**config.mk**
```make
export PLATFORM = sky130hd
export DESIGN_NAME = sram_bus_bridge
export DESIGN_NICKNAME = d
export VERILOG_FILES = /design/src/rtl/sram_bus_bridge.sv
export SDC_FILE = /design/constraint.sdc
export NUM_CORES = 1
export LEC_CHECK = 0
export BUFFER_PORTS_ARGS = -buffer_cell sky130_fd_sc_hd__buf_2
export CAP_MARGIN = 20
export CORE_UTILIZATION = 30
export CTS_BUF_LIST = sky130_fd_sc_hd__clkbuf_4
export CTS_CLUSTER_DIAMETER = 200
export DETAILED_ROUTE_END_ITERATION = 16
export GPL_TIMING_DRIVEN = 0
export PLACE_DENSITY = 0.59
export SLEW_MARGIN = 20
export SYNTH_ARGS = -nofsm -noshare
export SYNTH_HDL_FRONTEND = slang
export SYNTH_SLANG_ARGS = --single-unit
```
**constraint.sdc**
```tcl
create_clock -name clk -period 3.9 [get_ports clk]
set_input_delay 0.39 -clock clk [delete_from_list [all_inputs] [get_ports clk]]
set_output_delay 0.39 -clock clk [all_outputs]
set_load 0.03 [all_outputs]
```
**src/rtl/sram_bus_bridge.sv**
```systemverilog
// rtl/sram_bus_bridge.sv - req/ack bus slave for a 32-bit sync SRAM; SRAM_BRIDGE_RANGE_CHECK_EN adds the out-of-range error response
`timescale 1ns/1ps

module sram_bus_bridge #(
    parameter int ADDR_WIDTH = 11
) (
    input  logic                  clk,
    input  logic                  rst_n,
    input  logic                  req,
    input  logic                  we,
    input  logic [3:0]            be,
    input  logic [31:0]           addr,
    input  logic [31:0]           wdata,
    output logic                  ack,
    output logic [31:0]           rdata,
    output logic                  err,
    output logic                  sram_rd,
    output logic                  sram_we,
    output logic [3:0]            sram_be,
    output logic [ADDR_WIDTH-1:0] sram_addr,
    output logic [31:0]           sram_wdata,
    input  logic [31:0]           sram_rdata
);

    typedef enum logic [2:0] {
        IDLE,
        WR,
        RD,
        RDW,
        RESP
    } state_t;

    state_t                  state_q, state_d;
    logic                    ack_q, ack_d;
    logic                    err_q, err_d;
    logic [31:0]             rdata_q, rdata_d;
    logic                    sram_rd_q, sram_rd_d;
    logic                    sram_we_q, sram_we_d;
    logic [3:0]              sram_be_q, sram_be_d;
    logic [ADDR_WIDTH-1:0]   sram_addr_q, sram_addr_d;
    logic [31:0]             sram_wdata_q, sram_wdata_d;
    logic                    range_err;
    logic                    unused_addr;

`ifdef SRAM_BRIDGE_RANGE_CHECK_EN
    assign range_err   = |addr[31:ADDR_WIDTH+2];
    assign unused_addr = ^addr[1:0];
`else
    // Upper address bits are dropped so accesses alias across the byte space.
    assign range_err   = 1'b0;
    assign unused_addr = ^{addr[31:ADDR_WIDTH+2], addr[1:0]};
`endif

    always_comb begin
        state_d      = state_q;
        ack_d        = 1'b0;
        err_d        = 1'b0;
        rdata_d      = rdata_q;
        sram_rd_d    = 1'b0;
        sram_we_d    = 1'b0;
        sram_be_d    = sram_be_q;
        sram_addr_d  = sram_addr_q;
        sram_wdata_d = sram_wdata_q;
        case (state_q)
            IDLE: begin
                if (req) begin
                    if (range_err) begin
                        ack_d   = 1'b1;
                        err_d   = 1'b1;
                        rdata_d = 32'h0;
                        state_d = RESP;
                    end else begin
                        sram_be_d   = be;
                        sram_addr_d = addr[ADDR_WIDTH+1:2];
                        if (we) begin
                            // Write strobe and ack share the cycle; the SRAM commits at its end.
                            sram_wdata_d = wdata;
                            sram_we_d    = 1'b1;
                            ack_d        = 1'b1;
                            state_d      = WR;
                        end else begin
                            sram_rd_d = 1'b1;
                            state_d   = RD;
                        end
                    end
                end
            end
            WR:   state_d = IDLE;
            RD:   state_d = RDW;
            RDW: begin
                rdata_d = sram_rdata;
                ack_d   = 1'b1;
                state_d = RESP;
            end
            RESP:    state_d = IDLE;
            default: state_d = IDLE;
        endcase
    end

    always_ff @(posedge clk or negedge rst_n) begin
        if (!rst_n) begin
            state_q      <= IDLE;
            ack_q        <= 1'b0;
            err_q        <= 1'b0;
            rdata_q      <= 32'h0;
            sram_rd_q    <= 1'b0;
            sram_we_q    <= 1'b0;
            sram_be_q    <= 4'h0;
            sram_addr_q  <= '0;
            sram_wdata_q <= 32'h0;
        end else begin
            state_q      <= state_d;
            ack_q        <= ack_d;
            err_q        <= err_d;
            rdata_q      <= rdata_d;
            sram_rd_q    <= sram_rd_d;
            sram_we_q    <= sram_we_d;
            sram_be_q    <= sram_be_d;
            sram_addr_q  <= sram_addr_d;
            sram_wdata_q <= sram_wdata_d;
        end
    end

    assign ack        = ack_q;
    assign err        = err_q;
    assign rdata      = rdata_q;
    assign sram_rd    = sram_rd_q;
    assign sram_we    = sram_we_q;
    assign sram_be    = sram_be_q;
    assign sram_addr  = sram_addr_q;
    assign sram_wdata = sram_wdata_q;

endmodule

```
# After elaboration in Yosys (flattened, before gate mapping)

Cells that the tools add are included.

Equality and inequality tests: 3
Multiplexer cells: 10
Reductions and logical operators: 3

Operators with widths:

| operator                                       | count |
|---|---|
| one-hot mux 3 bit (3 select lines)             | 1 |
| == test 3 x 2 -> 1 bit (second input constant) | 2 |
| 2-to-1 mux 1 bit                               | 6 |
| zero test 3 bit                                | 1 |
| 2-to-1 mux 3 bit                               | 1 |
| AND reduction 3 bit                            | 1 |
| 2-to-1 mux 2 bit                               | 1 |
| inequality test 2 bit (second input constant)  | 1 |
| one-hot mux 1 bit (2 select lines)             | 1 |
| AND reduction 2 bit                            | 1 |

Word-level logic and storage cells: 24
Flip-flop bits (word level): 85

# Longest topological paths before layout

Depth in word-level cells: 3
Depth in mapped cells: 5
Mapped depth without buffers: 3

# Worst setup path before layout

OpenSTA, ideal clock, no wires.

Path kind: register to register
Start: register state_q[0]
End: register sram_wdata_q[0] (netlist: sram_wdata[0])
Data arrival time: 1.336 ns
Path buffers: 2
Required time: 3.775 ns
Stages on the path, launching flop included: 6
Slack: 2.439 ns
Cell sequence: dfrtp_1 > nor3_2 > and3_1 > buf_6 > buf_12 > mux2_4

Longest elaborated chain between the ends: 2

Ends and longest elaborated chain:

| element                       | RTL line | text |
|---|---|---|
| from (decl)                   | 33       | `state_t state_q, state_d;` |
| from (signal assigned)        | 112      | `state_q <= state_d;` |
| zero test 3 bit               | 64       | `case (state_q)` |
| AND reduction 3 bit (no line) | --       |  |
| to (signal assigned)          | 120      | `sram_wdata_q <= sram_wdata_d;` |
| to (decl)                     | 41       | `logic [31:0] sram_wdata_q, sram_wdata_d;` |

Every way passes these cells.
A chain may end at the register's enable or synchronous reset.

# Worst setup path in the final report

Start: register state_q[0]
End: register sram_be_q[1] (netlist: sram_be[1])

Longest elaborated chain between the ends: 2

Ends and longest elaborated chain:

| element                       | RTL line | text |
|---|---|---|
| zero test 3 bit               | 64       |  |
| AND reduction 2 bit (no line) | --       |  |
| to (signal assigned)          | 118      | `sram_be_q <= sram_be_d;` |
| to (decl)                     | 39       | `logic [3:0] sram_be_q, sram_be_d;` |

Every way passes these cells.

==> flow_summary.json <==
{
  "hold_viol_final": 0,
  "hpwlAfterDp_um": 4910,
  "start_util_pct": 31.5,
  "grt_pass1_vias": 2211,
  "drive_gt1_share_pct": 70.7,
  "cts_root_buffer": "clkbuf_4",
  "end_kind": "flop",
  "fmax_ghz": 0.614,
  "wl_per_cell_um": 13.2,
  "dr.pass1.iters": 2,
  "worst_skew_pair.late_latency_ns": 0.41,
  "cts_buffers": 9,
  "vias": 2158,
  "maxCapViolations": 0,
  "cts_sinks": 85,
  "crit_fanout": 10,
  "port_buffers": 164,
  "seqCellArea_mm2": 0.00213,
  "setup_viol": 0,
  "gp_congestion": 0.674,
  "vdd_ir_drop_max_mv": 0.376,
  "place_inst": 488,
  "maxSlewViolCount": 0,
  "setup_slack_ns": 2.27,
  "drt_iter0_drc": 29,
  "wirelength_um": 6650,
  "area_delta_synth_final_pct": 36.4,
  "via_per_inst": 4.28,
  "final.setup.tns_ns": 0,
  "status": "completed",
  "clockBufferDepth": 2,
  "tightestPinTransition_ns": 0.639,
  "stdcell_count": 504,
  "fin_nets": 468,
  "finalCritPeriodShare_pct": 41.8,
  "dpl-instance-area_mm2": 0.00432,
  "grt_pass1_wl_um": 10500,
  "drc": 0,
  "ys_warn_count": 0,
  "final_util_pct": 42.9,
  "yosysSeqAreaShare_pct": 64.3,
  "crit_type": "flop to flop",
  "fin_worst_skew_ns": 0.0189,
  "worstHoldPathType": "input port to flop",
  "antenna_left": 0,
  "final_cell_area_mm2": 0.00451,
  "crit_arrival_ns": 1.91,
  "die_y_um": 107,
  "synth_area_per_cell_um2": 17.7,
  "fillers": 996,
  "yosys_register_bits": 85,
  "cts_resized": 0,
  "io-pin-count": 187,
  "htree_levels": 3,
  "coreArea_mm2": 0.0105,
  "diodes": 0,
  "syn-num-nets": 291,
  "slew_headroom_pct": 57.4,
  "final.min_clock_period_ns": 1.63,
  "die_w_um": 107,
  "pre_cts_ws_ns": 2.25,
  "synth_cell_type_count": 17,
  "critPathRequiredTime_ns": 4.19,
  "netlist_instances": 187,
  "p_per_area_mw_per_mm2": 955,
  "p_leak_nw": 2.28,
  "path_clk_slew_ns": 0.13,
  "core.rowCount": 37,
  "grtUsageTotal_pct": 11.8,
  "die_area_mm2": 0.0114,
  "multi_input_area_mm2": 0.00106,
  "antenna_found_initial": 0,
  "rsz0062_at_grt": "false",
  "grt_start_max_net_pins": 50,
  "cts_tree": "done",
  "start_kind": "flop",
  "syn_area_mm2": 0.00331,
  "overflow": 0
}
==> metrics by stage <==
step | total power [mW] | hold slack [ns]
floorplan | 3.10 | 0.0944
global placement | 3.69 | 0.466
detailed placement | 3.73 | 0.455
CTS | 4.38 | 0.128
global route | 4.54 | 0.128
finish | 4.30 | 0.184
==> worst max-delay path: stages (launching register included) <==
cell     delay [ns]
dfrtp_1        0.44
nor3_2         0.22
and2_1         0.14
buf_2          0.20
buf_6          0.18
mux2_1         0.33
==> cells by family (layout without fill, tap and decap cells) <==
logic type             Yosys count  in the layout  synth area share (%)
and+or+nand+nor                  8              8                  1.59
muxes                           79             79                  30.1
buffers and inverters           12            193                  3.56
DFF                             85             85                  64.3
AOI/OAI and AO/OA                2              2                 0.303
other                            1              1                 0.113
==> routing by layer <==
layer	vias up	GRT usage, %	wire length [um]
li1	1001	-	-
met1	1044	14.6	2910
met2	100	18.6	3090
met4	0	4.40	85
met3	13	4.80	570
met5	-	0	0
==> Yosys cell counts <==
| library cell | count | share of area (%) |
|---|---|---|
| mux2_1 | 10 | 3.4 |
| and3_1 | 2 | 0.38 |
| nor3_2 | 1 | 0.30 |
| and2_1 | 1 | 0.19 |
| conb_1 | 1 | 0.11 |
| nand2b_1 | 1 | 0.19 |
| dfrtp_1 | 85 | 64 |
| a21oi_1 | 2 | 0.30 |
| mux2_2 | 41 | 14 |
| mux2_4 | 28 | 13 |
| nand3b_1 | 1 | 0.23 |
| buf_6 | 2 | 0.68 |
| nor3_1 | 2 | 0.30 |
| buf_12 | 3 | 1.8 |
| buf_2 | 4 | 0.61 |
| buf_4 | 1 | 0.23 |
| inv_1 | 2 | 0.23 |
==> sequential cells by signal (all words and copies together), names as in the netlist <==
name and count:
sram_we 1, state_q 3, ack 1, sram_be 4
sram_addr 11, sram_rd 1, sram_wdata 32, rdata 32
==> area by class of cell <==
type	instances	share of cell area, %
sequential	85	47.2
buffer	10	2.44
inverter	2	0.166
multi-input combinational	90	23.5
tap	136	3.77
clock buffer	11	1.83
clock inverter	4	2.16
timing repair buffer	166	18.9
==> what timing repair did <==
action                    4_1_cts  5_1_grt
hold buffers                    1        0
setup buffers                   0        0
hold endpoints to repair       48        0
==> placed cells by master, fill, tap and decap left out, types with 3 or more instances in the layout <==
cell	synthesis	final
mux2_4	28	28
buf_12	3	4
mux2_2	41	41
buf_2	4	167
bufinv_16	0	3
mux2_1	10	10
clkbuf_4	0	11
dfrtp_1	85	85
==> power by group <==
group | total (mW) | leakage (nW) | switching (mW) | internal (mW)
Clock | 0.624 | 0.0932 | 0.288 | 0.336
Combinational | 2.15 | 1.18 | 1.30 | 0.849
Sequential | 1.53 | 1.01 | 0.208 | 1.32
==> final timing paths <==
kind / startpoint / endpoint / slack [ns] / cells past startpoint
setup / recovery: state_q[0] / sram_be[1] / 2.27 / 5
setup reg to reg: state_q[0] / sram_be[1] / 2.27 / 5
max in group asynchronous: rst_n / sram_addr[4] / 2.74 / 3
hold reg to reg: sram_be[2] / sram_be[2] / 0.50 / 1
hold / removal: addr[7] / sram_addr[5] / 0.18 / 2
min in group asynchronous: rst_n / sram_wdata[7] / 0.53 / 2
Note: power is estimated with default switching activity, not from simulation.
